`config.mk`:
```
export PLATFORM = sky130hd
export DESIGN_NAME = memory_stage
export DESIGN_NICKNAME = d
export VERILOG_FILES = /design/src/rtl/memory_stage.sv
export SDC_FILE = /design/constraint.sdc
export NUM_CORES = 1
export LEC_CHECK = 0
export ABC_AREA = 1
export CAP_MARGIN = 0
export CORE_AREA = 5 5 193 195
export DETAILED_ROUTE_END_ITERATION = 6
export DIE_AREA = 0 0 198 200
export PLACE_DENSITY = 0.6
export SLEW_MARGIN = 25
export SYNTH_ARGS = -nofsm -noshare
export SYNTH_HDL_FRONTEND = slang
export SYNTH_SLANG_ARGS = --single-unit
export TNS_END_PERCENT = 50
```
`constraint.sdc`:
```
create_clock -name clk -period 2.9 [get_ports clk]
set_input_delay 0.87 -clock clk [delete_from_list [all_inputs] [get_ports clk]]
set_output_delay 0.87 -clock clk [all_outputs]
set_load 0.005 [all_outputs]
```
`src/rtl/memory_stage.sv`:
```
// Memory stage: single-outstanding load/store to data memory; MEM_MISALIGN_TRAP_EN turns misaligned H/W into a trap with no bus access.
// Latency: non-memory ops 0 cycles; loads release the cycle after dmem_rvalid; fast stores the cycle after command accept.
// Backpressure: mem_stall_flg holds upstream until the access completes; command outputs hold while dmem_cmd_ready is low.
package memory_stage_pkg;
    typedef enum logic [1:0] {MEN_X = 2'd0, MEN_S = 2'd1, MEN_L = 2'd2} mem_wen_t;
    typedef enum logic [1:0] {SIZE_B = 2'd0, SIZE_H = 2'd1, SIZE_W = 2'd2} mem_size_t;
    typedef struct packed {
        mem_wen_t    mem_wen;
        mem_size_t   mem_size;
        logic        mem_sext;
        logic [31:0] rs2_data;
    } ctrltype;
endpackage

module memory_stage
    import memory_stage_pkg::*;
#(
    parameter int unsigned STORE_WAIT_ACK = 0
) (
    input  logic        clk,
    input  logic        rst_n,
    input  logic        mem_valid,
    input  logic [31:0] mem_reg_pc,
    input  logic [31:0] mem_inst,
    input  logic [63:0] mem_inst_id,
    input  ctrltype     mem_ctrl,
    input  logic [31:0] mem_alu_out,
    output logic        dmem_cmd_start,
    output logic        dmem_cmd_write,
    output logic [31:0] dmem_addr,
    output logic [31:0] dmem_wdata,
    output logic [3:0]  dmem_wmask,
    input  logic        dmem_cmd_ready,
    input  logic [31:0] dmem_rdata,
    input  logic        dmem_rvalid,
    output logic        mem_wb_valid,
    output logic [31:0] mem_wb_reg_pc,
    output logic [31:0] mem_wb_inst,
    output logic [63:0] mem_wb_inst_id,
    output ctrltype     mem_wb_ctrl,
    output logic [31:0] mem_wb_result,
    output logic        mem_misaligned,
    input  logic        pipeline_flush,
    output logic        mem_stall_flg
);
    typedef enum logic [1:0] {S_IDLE, S_WAIT, S_DONE, S_DRAIN} state_t;

    state_t      state_q, state_d;
    logic        done_flag_q, done_flag_d;
    logic [63:0] done_id_q, done_id_d;
    logic [31:0] saved_result_q, saved_result_d;

    logic        is_mem, is_load, is_store, misaligned, done_hit, cmd_accept, store_fast;
    logic [31:0] addr;
    logic [1:0]  lane;
    logic [7:0]  ld_byte;
    logic [15:0] ld_half;
    logic [31:0] ld_data;

    assign is_mem   = mem_valid && (mem_ctrl.mem_wen != MEN_X);
    assign is_load  = is_mem && (mem_ctrl.mem_wen == MEN_L);
    assign is_store = is_mem && (mem_ctrl.mem_wen == MEN_S);

`ifdef MEM_MISALIGN_TRAP_EN
    assign misaligned = is_mem && (((mem_ctrl.mem_size == SIZE_H) && mem_alu_out[0]) ||
                                   ((mem_ctrl.mem_size == SIZE_W) && (mem_alu_out[1:0] != 2'b00)));
    assign addr = mem_alu_out;
`else
    assign misaligned = 1'b0;
    // Silently align: halfwords drop bit 0, words drop bits 1:0
    always_comb begin
        addr = mem_alu_out;
        if (mem_ctrl.mem_size == SIZE_H) addr[0] = 1'b0;
        else if (mem_ctrl.mem_size == SIZE_W) addr[1:0] = 2'b00;
    end
`endif

    assign lane       = addr[1:0];
    assign done_hit   = done_flag_q && (done_id_q == mem_inst_id);
    assign store_fast = is_store && (STORE_WAIT_ACK == 0);

    assign dmem_cmd_start = (state_q == S_IDLE) && is_mem && !misaligned && !done_hit;
    assign cmd_accept     = dmem_cmd_start && dmem_cmd_ready;
    assign dmem_cmd_write = is_store;
    assign dmem_addr      = {addr[31:2], 2'b00};

    always_comb begin
        dmem_wdata = mem_ctrl.rs2_data;
        dmem_wmask = 4'b1111;
        case (mem_ctrl.mem_size)
            SIZE_B: begin
                dmem_wdata = {4{mem_ctrl.rs2_data[7:0]}};
                dmem_wmask = 4'b0001 << lane;
            end
            SIZE_H: begin
                dmem_wdata = {2{mem_ctrl.rs2_data[15:0]}};
                dmem_wmask = 4'b0011 << lane;
            end
            default: ;
        endcase
    end

    always_comb begin
        case (lane)
            2'd0:    ld_byte = dmem_rdata[7:0];
            2'd1:    ld_byte = dmem_rdata[15:8];
            2'd2:    ld_byte = dmem_rdata[23:16];
            default: ld_byte = dmem_rdata[31:24];
        endcase
        ld_half = lane[1] ? dmem_rdata[31:16] : dmem_rdata[15:0];
        case (mem_ctrl.mem_size)
            SIZE_B:  ld_data = {{24{mem_ctrl.mem_sext & ld_byte[7]}}, ld_byte};
            SIZE_H:  ld_data = {{16{mem_ctrl.mem_sext & ld_half[15]}}, ld_half};
            default: ld_data = dmem_rdata;
        endcase
    end

    always_comb begin
        state_d        = state_q;
        done_flag_d    = done_flag_q;
        done_id_d      = done_id_q;
        saved_result_d = saved_result_q;
        case (state_q)
            S_IDLE: begin
                if (cmd_accept) begin
                    // A command accepted under flush is still in flight unless nothing comes back
                    if (pipeline_flush) begin
                        state_d     = store_fast ? S_IDLE : S_DRAIN;
                        done_flag_d = 1'b0;
                    end else if (store_fast) begin
                        state_d     = S_DONE;
                        done_flag_d = 1'b1;
                        done_id_d   = mem_inst_id;
                    end else begin
                        state_d = S_WAIT;
                    end
                end else if (pipeline_flush) begin
                    done_flag_d = 1'b0;
                end
            end
            S_WAIT: begin
                if (pipeline_flush) begin
                    state_d     = dmem_rvalid ? S_IDLE : S_DRAIN;
                    done_flag_d = 1'b0;
                end else if (dmem_rvalid) begin
                    saved_result_d = ld_data;
                    done_id_d      = mem_inst_id;
                    done_flag_d    = 1'b1;
                    state_d        = S_DONE;
                end
            end
            S_DONE: begin
                if (pipeline_flush || !mem_valid || (mem_inst_id != done_id_q)) begin
                    done_flag_d = 1'b0;
                    state_d     = S_IDLE;
                end
            end
            S_DRAIN: begin
                if (dmem_rvalid) state_d = S_IDLE;
            end
            default: state_d = S_IDLE;
        endcase
    end

    always_ff @(posedge clk or negedge rst_n) begin
        if (!rst_n) begin
            state_q        <= S_IDLE;
            done_flag_q    <= 1'b0;
            done_id_q      <= 64'hffff000000000000;
            saved_result_q <= 32'h0;
        end else begin
            state_q        <= state_d;
            done_flag_q    <= done_flag_d;
            done_id_q      <= done_id_d;
            saved_result_q <= saved_result_d;
        end
    end

    assign mem_stall_flg  = (is_mem && !misaligned && !done_hit) || (state_q == S_DRAIN);
    assign mem_wb_valid   = mem_valid && !mem_stall_flg && !pipeline_flush;
    assign mem_wb_reg_pc  = mem_reg_pc;
    assign mem_wb_inst    = mem_inst;
    assign mem_wb_inst_id = mem_inst_id;
    assign mem_wb_ctrl    = mem_ctrl;
    assign mem_wb_result  = misaligned ? 32'h0 : (is_load ? saved_result_q : mem_alu_out);
    assign mem_misaligned = misaligned;
endmodule

```
==> out/metrics.csv <==
metric,value,unit
r2r_slack,0.32,ns
max_freq,326,MHz
crit-reg2reg-launch,done_id_q[24],
core_area,35200,µm²
vias_per_cell,4.24,
switching_share,39.9,%
ys_types,36,
antenna_found_initial,1,
grt_pass1_vias,8395,
die_x,198,µm
path_clk_slew,0.08,ns
die_h,200,µm
grt_pass1_wl,48000,µm
cp-end-kind,primary output,
cts-root-buf,clkbuf_16,
grt_start_max_net_pins,66,
numCtsBuffers,9,
ys_seq_area_share,30.3,%
yosysWarnings,0,
cts_tree,done,
crit_fanout,4,
holdBufCountCts,0,
drc_errors,0,
synth_ff_type,dfrtp_1,
drt_iter0_drc,290,
fillers,3758,
violations,negative setup slack,
hp-class,input port to asynchronous set/reset pin,
p_leak,6.36,nW
cts_buffer_depth,2,
worst_ep_arrival_time,2.20,ns
cap_violations,0,
pwr-share-clk,18.0,%
htree_levels,3,
final_area,12400,µm²
p_sw,2.88,mW
grt_use_total,15.6,%
crit_start,mem_inst_id[25],
fin_crit,3.07,ns
reg2reg_to,state_q[0],
final_nets,1741,
rsz0062_at_grt,yes,
startpoint_type,input port,
status,finished with violations,
pwr-share-seq,35.8,%
setup_viol,3,
path_class,input port to primary output,
pwr_density_cell,584,nW/µm²
async_flop_share,100,%
drive_gt1_share,26.3,%
ys_ff_latch,99,
post-route-util,35.1,%
final_common_cell,nand2_1,
layout_common_cells,"nand2_1 (337), clkdlybuf4s50_1 (224), buf_4 (147)",
combPwrFrac,46.1,%
placed_area,11900,µm²
io-pin-count,505,
vdd_drop_max,0.000303,V
syn_to_final_growth,50.2,%
gp_congestion,0.910,
p_int,4.34,mW
die-area,39600,µm²
ant_nets,0,
rows,69,
num_vias,8342,
hpwl,26400,µm
p_total,7.22,mW
finClkSkew,0.0137,ns
hold_viol,0,
cts.sinks,99,
syn_area_per_cell,6.85,µm²
worstRegToRegCells,24,
whs,0.308,ns
drt_wl_total,32300,µm
start_util,23.4,%
drv_slew,0,
cp.required,2.03,ns
syn_area,8240,µm²
wl_per_cell,16.4,µm
dr.pass1.iters,5,
synthCells,1203,
clk_latency,0.36,ns
fin_crit_sh,106,%
io_buffer_count,373,
grt_overflow,0,
fin_ws,-0.169,ns
synth-edff-count,0,
## cell type report
cell class / count / area (µm²) / share of cell area [%]
clock buffer: 9 / 225 / 1.82
timing repair buffer: 532 / 4780 / 38.7
antenna: 1 / 2.50 / 0.0202
sequential: 99 / 2500 / 20.2
inverter: 153 / 578 / 4.67
tap: 461 / 577 / 4.66
multi-input combinational: 705 / 3630 / 29.3
clock inverter: 7 / 82.6 / 0.667
## worst max-delay path by stage
stage                             to  slack, ns
floorplan           mem_wb_result[0]       0.10
global placement        mem_wb_valid      -1.10
detailed placement      mem_wb_valid      -1.10
CTS                     mem_wb_valid      -0.21
global route            mem_wb_valid      -0.24
finish                  mem_wb_valid      -0.17
## cells by family (layout without fill, tap and decap cells)
kind of cell / Yosys count / count (layout) / synth area share (%)
fa+ha+maj: 6 / 6 / 0.911
mux: 24 / 24 / 3.27
other cells: 1 / 4 / 0.0455
compound gates: 136 / 136 / 9.45
buf+inv: 401 / 701 / 28.7
simple gates: 517 / 517 / 25.3
xor+xnor: 19 / 19 / 2.02
flops: 99 / 99 / 30.3
## sequential cells by signal (all words and copies together), names as in the netlist
register        flops
done_id_q          64
state_q             2
done_flag_q         1
saved_result_q     32
## layer usage
layer,wire [µm],vias up,GRT usage (%)
met1,11900,3815,16.8
met5,0,-,0
met2,16900,364,29.0
li1,-,4121,-
met4,842,0,5.25
met3,2760,42,4.98
## timing repair
action,CTS,global route
setup endpoints to repair,89,43
endpoints found under the hold margin,0,0
cloned,2,0
setup buffers,19,6
resized for setup,498,124
pin swaps,70,76
## Yosys cell counts (9+ instances only)
cell / count / share of area (%)
nand2_1: 352 / 16
inv_1: 151 / 6.9
buf_6: 9 / 1.2
nand3_1: 69 / 4.2
buf_4: 208 / 19
dfstp_2: 16 / 5.1
o211ai_1: 21 / 1.9
xor2_1: 19 / 2.0
o22ai_1: 17 / 1.3
dfrtp_1: 83 / 25
a21oi_1: 22 / 1.3
nor2_1: 81 / 3.7
buf_2: 10 / 0.61
clkbuf_1: 16 / 0.73
mux2_2: 23 / 3.1
o21ai_0: 67 / 4.1
## power groups by stage
stage                     logic [mW]  clock network [mW]  registers (mW)
after global placement          3.28                   0            2.56
after floorplan                 2.12                   0            2.43
after global routing            3.76                1.40            2.68
after detailed placement        3.35                   0            2.60
after CTS                       3.34                1.36            2.59
final                           3.33                1.30            2.59
## per-stage QoR
step                      TNS [ns]  worst slack (ns)  instances
after detailed placement    -60.89             -1.10       1927
after global placement      -60.35             -1.10       1927
after global routing        -0.569            -0.242       1966
final                       -0.312            -0.169       1967
after CTS                   -0.892            -0.213       1963
after floorplan                  0             0.103       1205
## critical path, cell delays in order
cell     delay (ns)
buf_4          0.13
nor2_1         0.09
nor2_1         0.05
nor2_1         0.10
nand2_1        0.07
nor2_2         0.12
nand2_2        0.09
nor2_4         0.14
nand3_2        0.11
a21o_1         0.19
nor2_2         0.11
buf_2          0.13
(Power assumes the default switching activity.)
